## src/rtl/mem_access_if.sv

```systemverilog
// Data-bus bundle between the memory-access stage (master) and the data memory (slave):
// request/grant/read-valid handshake plus address, byte enables and data.
interface mem_access_if;
    logic        req;
    logic        we;
    logic [31:0] addr;
    logic [3:0]  be;
    logic [31:0] wdata;
    logic        gnt;
    logic        rvalid;
    logic [31:0] rdata;

    modport master (
        output req, we, addr, be, wdata,
        input  gnt, rvalid, rdata
    );

    modport slave (
        input  req, we, addr, be, wdata,
        output gnt, rvalid, rdata
    );
endinterface

```

## src/rtl/mem_access.sv

```systemverilog
// Memory-access pipeline stage: runs loads/stores on the data bus, formats load data and
// registers the write-back payload. Optional bus-wait timeout enabled by `define MEM_TIMEOUT_EN.
module mem_access #(
    parameter int unsigned TIMEOUT_CYCLES = 255
) (
    input  logic              clk_i,
    input  logic              rst_i,
    input  logic [31:0]       pc_i,
    input  logic [31:0]       addr_i,
    input  logic [31:0]       store_data_i,
    input  logic [1:0]        size_i,
    input  logic              unsigned_i,
    input  logic              MemRead_i,
    input  logic              MemWrite_i,
    input  logic              MemtoReg_i,
    input  logic              RegWrite_i,
    input  logic [4:0]        rd_i,
    mem_access_if.master      dbus,
    output logic              stall_o,
    output logic [31:0]       pc_o,
    output logic [31:0]       w_data_o,
    output logic              RegWrite_o,
    output logic [4:0]        rd_o,
    output logic              misalign_o,
    output logic              bus_err_o
);

    typedef enum logic [1:0] {
        S_IDLE = 2'd0,
        S_REQ  = 2'd1,
        S_WAIT = 2'd2
    } state_t;

    state_t      r_state;
    logic        r_misalign;
    logic        r_bus_err;

    logic        w_is_mem;
    logic        w_misalign;
    logic        w_mem_ok;
    logic        w_req;
    logic        w_grant;
    logic        w_done;
    logic        w_timeout;
    logic [31:0] w_lane_data;
    logic [31:0] w_load;
    logic [31:0] w_wb_data;
    logic        w_wb_we;

    assign w_is_mem   = MemRead_i | MemWrite_i;
    assign w_misalign = w_is_mem &
                        (((size_i == 2'b01) & addr_i[0]) | (size_i[1] & (addr_i[1:0] != 2'b00)));
    assign w_mem_ok   = w_is_mem & ~w_misalign;

    // Request and stall are gated by reset so they fall the moment reset is asserted.
    assign w_req   = ~rst_i & (((r_state == S_IDLE) & w_mem_ok) | (r_state == S_REQ));
    assign w_grant = w_req & dbus.gnt;
    assign w_done  = (w_grant & MemWrite_i) | ((r_state == S_WAIT) & dbus.rvalid);
    assign stall_o = ~rst_i & (((r_state == S_IDLE) & w_mem_ok) | (r_state != S_IDLE))
                     & ~w_done & ~w_timeout;

    assign dbus.req   = w_req;
    assign dbus.we    = MemWrite_i;
    assign dbus.addr  = {addr_i[31:2], 2'b00};

    always_comb begin
        dbus.be    = 4'b1111;
        dbus.wdata = store_data_i;
        case (size_i)
            2'b00: begin
                dbus.be    = 4'(4'b0001 << addr_i[1:0]);
                dbus.wdata = {4{store_data_i[7:0]}};
            end
            2'b01: begin
                dbus.be    = 4'(4'b0011 << addr_i[1:0]);
                dbus.wdata = {2{store_data_i[15:0]}};
            end
            default: ;
        endcase
    end

    // Shift the addressed lane down to bit 0, then extend to the access size.
    assign w_lane_data = dbus.rdata >> {addr_i[1:0], 3'b000};

    always_comb begin
        w_load = w_lane_data;
        case (size_i)
            2'b00: w_load = unsigned_i ? {24'h0, w_lane_data[7:0]}
                                       : {{24{w_lane_data[7]}}, w_lane_data[7:0]};
            2'b01: w_load = unsigned_i ? {16'h0, w_lane_data[15:0]}
                                       : {{16{w_lane_data[15]}}, w_lane_data[15:0]};
            default: ;
        endcase
    end

    assign w_wb_we   = RegWrite_i & ~MemWrite_i;
    assign w_wb_data = (MemtoReg_i & ~MemWrite_i) ? w_load : addr_i;

`ifdef MEM_TIMEOUT_EN
    localparam logic [7:0] TO_LAST = 8'(TIMEOUT_CYCLES - 1);
    logic [7:0] r_cnt;
    logic       w_enter;

    // Counter restarts whenever the FSM moves into REQ or WAIT.
    assign w_enter   = ((r_state == S_IDLE) & w_mem_ok & ~(dbus.gnt & MemWrite_i)) |
                       ((r_state == S_REQ) & dbus.gnt & ~MemWrite_i);
    assign w_timeout = ~rst_i & (r_state != S_IDLE) & (r_cnt == TO_LAST) &
                       ~w_grant & ~w_done;

    always_ff @(posedge clk_i or posedge rst_i) begin
        if (rst_i) begin
            r_cnt <= 8'd0;
        end else if (w_enter) begin
            r_cnt <= 8'd0;
        end else if (r_state != S_IDLE) begin
            r_cnt <= r_cnt + 8'd1;
        end
    end
`else
    assign w_timeout = 1'b0;
`endif

    always_ff @(posedge clk_i or posedge rst_i) begin
        if (rst_i) begin
            r_state    <= S_IDLE;
            pc_o       <= 32'd0;
            w_data_o   <= 32'd0;
            RegWrite_o <= 1'b0;
            rd_o       <= 5'd0;
            r_misalign <= 1'b0;
            r_bus_err  <= 1'b0;
        end else begin
            r_misalign <= 1'b0;
            r_bus_err  <= 1'b0;
            if (w_timeout) begin
                r_state    <= S_IDLE;
                r_bus_err  <= 1'b1;
                RegWrite_o <= 1'b0;
                rd_o       <= 5'd0;
            end else if (w_done) begin
                r_state    <= S_IDLE;
                pc_o       <= pc_i;
                w_data_o   <= w_wb_data;
                RegWrite_o <= w_wb_we;
                rd_o       <= rd_i;
            end else if (stall_o) begin
                // Bubble toward MEM/WB while the transaction is outstanding.
                RegWrite_o <= 1'b0;
                rd_o       <= 5'd0;
                case (r_state)
                    S_IDLE:  r_state <= w_grant ? S_WAIT : S_REQ;
                    S_REQ:   r_state <= w_grant ? S_WAIT : S_REQ;
                    S_WAIT:  r_state <= S_WAIT;
                    default: r_state <= S_IDLE;
                endcase
            end else if (w_misalign) begin
                r_misalign <= 1'b1;
                pc_o       <= pc_i;
                w_data_o   <= addr_i;
                RegWrite_o <= 1'b0;
                rd_o       <= 5'd0;
            end else begin
                r_state    <= S_IDLE;
                pc_o       <= pc_i;
                w_data_o   <= addr_i;
                RegWrite_o <= RegWrite_i;
                rd_o       <= rd_i;
            end
        end
    end

    assign misalign_o = r_misalign;
    assign bus_err_o  = r_bus_err;

endmodule

```

## src/flat_wrapper.sv

```systemverilog
// flat-port wrapper written by rule: the top's interface ports become plain ports
module mem_access_flat 
#(
    parameter int unsigned TIMEOUT_CYCLES = 255
)
  (clk_i, rst_i, pc_i, addr_i, store_data_i, size_i, unsigned_i, MemRead_i, MemWrite_i, MemtoReg_i, RegWrite_i, rd_i, stall_o, pc_o, w_data_o, RegWrite_o, rd_o, misalign_o, bus_err_o, dbus_req, dbus_we, dbus_addr, dbus_be, dbus_wdata, dbus_gnt, dbus_rvalid, dbus_rdata);
  mem_access_if dbus_i ();
  input  logic clk_i;
  input  logic rst_i;
  input  logic [31:0] pc_i;
  input  logic [31:0] addr_i;
  input  logic [31:0] store_data_i;
  input  logic [1:0] size_i;
  input  logic unsigned_i;
  input  logic MemRead_i;
  input  logic MemWrite_i;
  input  logic MemtoReg_i;
  input  logic RegWrite_i;
  input  logic [4:0] rd_i;
  output logic stall_o;
  output logic [31:0] pc_o;
  output logic [31:0] w_data_o;
  output logic RegWrite_o;
  output logic [4:0] rd_o;
  output logic misalign_o;
  output logic bus_err_o;
  output wire logic [$bits(dbus_i.req)-1:0] dbus_req;
  output wire logic [$bits(dbus_i.we)-1:0] dbus_we;
  output wire logic [$bits(dbus_i.addr)-1:0] dbus_addr;
  output wire logic [$bits(dbus_i.be)-1:0] dbus_be;
  output wire logic [$bits(dbus_i.wdata)-1:0] dbus_wdata;
  input wire logic [$bits(dbus_i.gnt)-1:0] dbus_gnt;
  input wire logic [$bits(dbus_i.rvalid)-1:0] dbus_rvalid;
  input wire logic [$bits(dbus_i.rdata)-1:0] dbus_rdata;
  assign dbus_req = dbus_i.req;
  assign dbus_we = dbus_i.we;
  assign dbus_addr = dbus_i.addr;
  assign dbus_be = dbus_i.be;
  assign dbus_wdata = dbus_i.wdata;
  assign dbus_i.gnt = dbus_gnt;
  assign dbus_i.rvalid = dbus_rvalid;
  assign dbus_i.rdata = dbus_rdata;
  mem_access #(.TIMEOUT_CYCLES(TIMEOUT_CYCLES)) u_core (.clk_i(clk_i), .rst_i(rst_i), .pc_i(pc_i), .addr_i(addr_i), .store_data_i(store_data_i), .size_i(size_i), .unsigned_i(unsigned_i), .MemRead_i(MemRead_i), .MemWrite_i(MemWrite_i), .MemtoReg_i(MemtoReg_i), .RegWrite_i(RegWrite_i), .rd_i(rd_i), .dbus(dbus_i), .stall_o(stall_o), .pc_o(pc_o), .w_data_o(w_data_o), .RegWrite_o(RegWrite_o), .rd_o(rd_o), .misalign_o(misalign_o), .bus_err_o(bus_err_o));
endmodule
```

## config.mk

```make
export PLATFORM = sky130hd
export DESIGN_NAME = mem_access_flat
export DESIGN_NICKNAME = d
export VERILOG_FILES = /design/src/rtl/mem_access_if.sv /design/src/rtl/mem_access.sv /design/src/flat_wrapper.sv
export SDC_FILE = /design/constraint.sdc
export NUM_CORES = 1
export LEC_CHECK = 0
export ABC_AREA = 1
export CAP_MARGIN = 20
export CORE_MARGIN = 5
export CORE_UTILIZATION = 34
export DETAILED_ROUTE_END_ITERATION = 10
export HOLD_SLACK_MARGIN = 0.02
export PLACE_DENSITY = 0.76
export SLEW_MARGIN = 15
export SYNTH_ARGS = -nofsm -noshare
export SYNTH_HDL_FRONTEND = slang
export SYNTH_SLANG_ARGS = --single-unit
```

## constraint.sdc

```tcl
create_clock -name clk_i -period 3.65 [get_ports clk_i]
set_input_delay 0.5475 -clock clk_i [delete_from_list [all_inputs] [get_ports clk_i]]
set_output_delay 0.5475 -clock clk_i [all_outputs]
set_load 0.01 [all_outputs]
```

==> flow_summary.json <==
{
  "critPathMostFrequentCell": "clkdlybuf4s50_1",
  "cts_tree": "built",
  "ys_ff_latch": 73,
  "cp-endpoint": "dbus_be[2]",
  "r2r_slack_ps": 1730,
  "cts_hold_buf": 0,
  "grt_pass1_vias": 4906,
  "ioPinCount": 287,
  "finalCritPeriodShare_pct": 84.2,
  "worst_slew_pin_slew_ps": 942,
  "rows": 42,
  "antenna_found_initial": 0,
  "max_slew_margin_pct": 37.2,
  "cts_buffers": 9,
  "synthTopCellsByArea": "dfrtp_1 40%, nand2_1 23%, buf_4 7.1%, nand3_1 5.0%, nor2_1 3.7%",
  "end_kind": "output port",
  "postCtsSetupRepairBufs": 0,
  "finClkSkew_ps": 8.64,
  "regToRegEndpoint": "u_core.RegWrite_o$_DFF_PP0_",
  "die_w_um": 127,
  "synthArstFlopShare_pct": 100,
  "critPathSlowestCell": "clkdlybuf4s50_1",
  "hpwl_um": 14000,
  "yosys_warnings": 0,
  "whs_ps": 467,
  "worstPathArrival_ps": 2530,
  "wl_per_cell_um": 16.7,
  "timing.fmax_mhz": 325,
  "timing.rr.start": "u_core.r_state[0]$_DFFE_PP0P_",
  "path_class": "input port to output port",
  "final_nets": 1040,
  "p_leak_uw": 0.00349,
  "cp_cell_sequence": "clkdlybuf4s50_1, inv_2, nand2_2, o21ai_0, clkdlybuf4s50_1",
  "ys_seq_area_share_pct": 39.5,
  "synthDistinctLibCells": 31,
  "setup-violations-final": 0,
  "gp_congestion": 0.924,
  "port_buffers": 283,
  "drv_cap": 0,
  "synth_common_cells": "286 x nand2_1, 73 x dfrtp_1, 46 x nand3_1",
  "synth.cell_area_um2": 4620,
  "required_ps": 3100,
  "vdd_ir_drop_max_v": 0.000223,
  "cts_resized": 0,
  "hold_start": "u_core.pc_o[16]$_DFFE_PP0P_",
  "yosysMostFrequentCell": "nand2_1",
  "die_h_um": 127,
  "final_cells": 1077,
  "crit_cells": 5,
  "drtIter0Drc": 427,
  "finalMaxSlewViolations": 0,
  "drt-vias-per-instance": 4.69,
  "cp_top_family": "buffers and inverters",
  "drc": 0,
  "vias": 5055,
  "crit_start": "addr_i[1]",
  "wl_um": 18000,
  "cp_max_fo": 24,
  "synth_cells": 665,
  "cts.sinks": 73,
  "crit_path_start_kind": "input port",
  "grt_max_degree": 74,
  "hold_viol": 0,
  "insertion_delay_ps": 320,
  "ant_nets": 0,
  "avgSynthCellArea_um2": 6.95,
  "cts.clk_slew.worst_paths_ps": 60,
  "firstDrtPassIters": 5,
  "area_growth_pct": 62.6,
  "max_stage_delay_ps": 590,
  "fin_crit_ps": 3070,
  "grt_pass1_wl_um": 27400,
  "yosysTopAreaCellShare_pct": 39.5,
  "placed_cells": 1061,
  "ys.flop_type": "dfrtp_1",
  "core_um2": 13300,
  "overflow": 0,
  "root_buffer": "clkbuf_16",
  "start_util_pct": 34.8,
  "reg2reg_depth": 7,
  "grt_usage_pct": 21.3,
  "cts_max_level": 3,
  "synth_edf_count": 0,
  "critPathBufInv": 3,
  "power_density_nw_per_um2": 386,
  "ctsLongestPathBuffers": 2,
  "status": "finished, final reports clean",
  "n_antenna_cell": 0,
  "rsz0062_at_grt": "no",
  "hold_class": "flip-flop to flip-flop",
  "yosys.area.top_type": "dfrtp_1",
  "tns_ps": 0,
  "drive_above_1_share_pct": 6.66,
  "die_area_um2": 16000
}
where the power goes:
group          switching, µW  internal (µW)  total (µW)  leakage, µW
logic                    503            566        1070      0.00247
clock network            353            462         815     0.000129
registers               72.6            946        1020     0.000882
how the worst min path moves through the flow:
| stage | to | slack [ps] | cells after the start |
|---|---|---|---|
| after floorplan | u_core.pc_o[17]$_DFFE_PP0P_ | 510 | 2 |
| after global placement | u_core.pc_o[27]$_DFFE_PP0P_ | 450 | 2 |
| after detailed placement | u_core.pc_o[4]$_DFFE_PP0P_ | 460 | 2 |
| after CTS | u_core.pc_o[10]$_DFFE_PP0P_ | 470 | 2 |
| after global routing | u_core.pc_o[31]$_DFFE_PP0P_ | 490 | 2 |
| final | u_core.pc_o[16]$_DFFE_PP0P_ | 470 | 2 |
kinds of logic after synthesis:
group | after synthesis | share of synthesized area, %
other | 1 | 0.0811
and+or+nand+nor | 420 | 39.3
DFF | 73 | 39.5
AOI/OAI and AO/OA | 66 | 7.49
muxes | 1 | 0.216
buffers and inverters | 104 | 13.4
area by class of cell:
class | instances | area [µm²]
clock buffers | 10 | 229
fillers | 1317 | 5780
inverters | 30 | 116
multi-input cells | 490 | 2180
flip-flops and latches | 73 | 1830
repair buffers | 292 | 2900
clock inverters | 6 | 42.5
well taps | 176 | 220
metrics by stage:
stage	power [µW]	utilization, %	area, µm²	worst slack (ps)
finish	2900	56.6	7520	576
global route	3070	56.6	7520	461
CTS	2940	56.6	7520	600
detailed placement	2110	54.5	7250	600
global placement	2100	54.5	7250	619
floorplan	1500	-	4630	139
worst min-delay path, cell delays in order, from the launching register on:
cell,delay (ps)
dfrtp_1,340
nand2_1,50
nand2_1,50
flip-flops by register name, summed over array words and instances (netlist names):
| signal | flops |
|---|---|
| u_core.rd_o | 5 |
| u_core.r_state | 2 |
| u_core.RegWrite_o | 1 |
| u_core.misalign_o | 1 |
| u_core.w_data_o | 32 |
| u_core.pc_o | 32 |
layout by cell type, fill, tap and decap left out:
cell type	instances
clkdlybuf4s50_1	283
nand2_4	2
clkinvlp_4	2
clkbuf_16	9
o21ai_1	2
nand3_2	2
nand2_1	286
nand3b_1	8
o22ai_1	10
buf_4	9
nand4_4	1
inv_2	4
inv_6	1
clkinv_2	3
clkinv_1	1
and2_1	2
mux2i_1	1
nor2_1	45
nand2_2	3
o21ai_0	33
inv_4	1
a21boi_0	1
nand3_1	46
a31oi_1	1
inv_1	23
nand3_4	2
nor2_4	2
clkbuf_1	1
clkinv_4	1
or2_2	18
a21oi_1	19
dfrtp_1	73
nor4_1	1
conb_1	3
nand4_1	2
metal layers:
metal  share of wire, %  up-vias  global-route usage, %
met5                  0        -                      0
met4                1.5        0                   4.79
met3                8.2       16                   5.34
met2                 48      225                   35.8
met1                 42     2299                   27.7
li1                   -     2515                      -
Note: power is estimated with default switching activity, not from simulation.
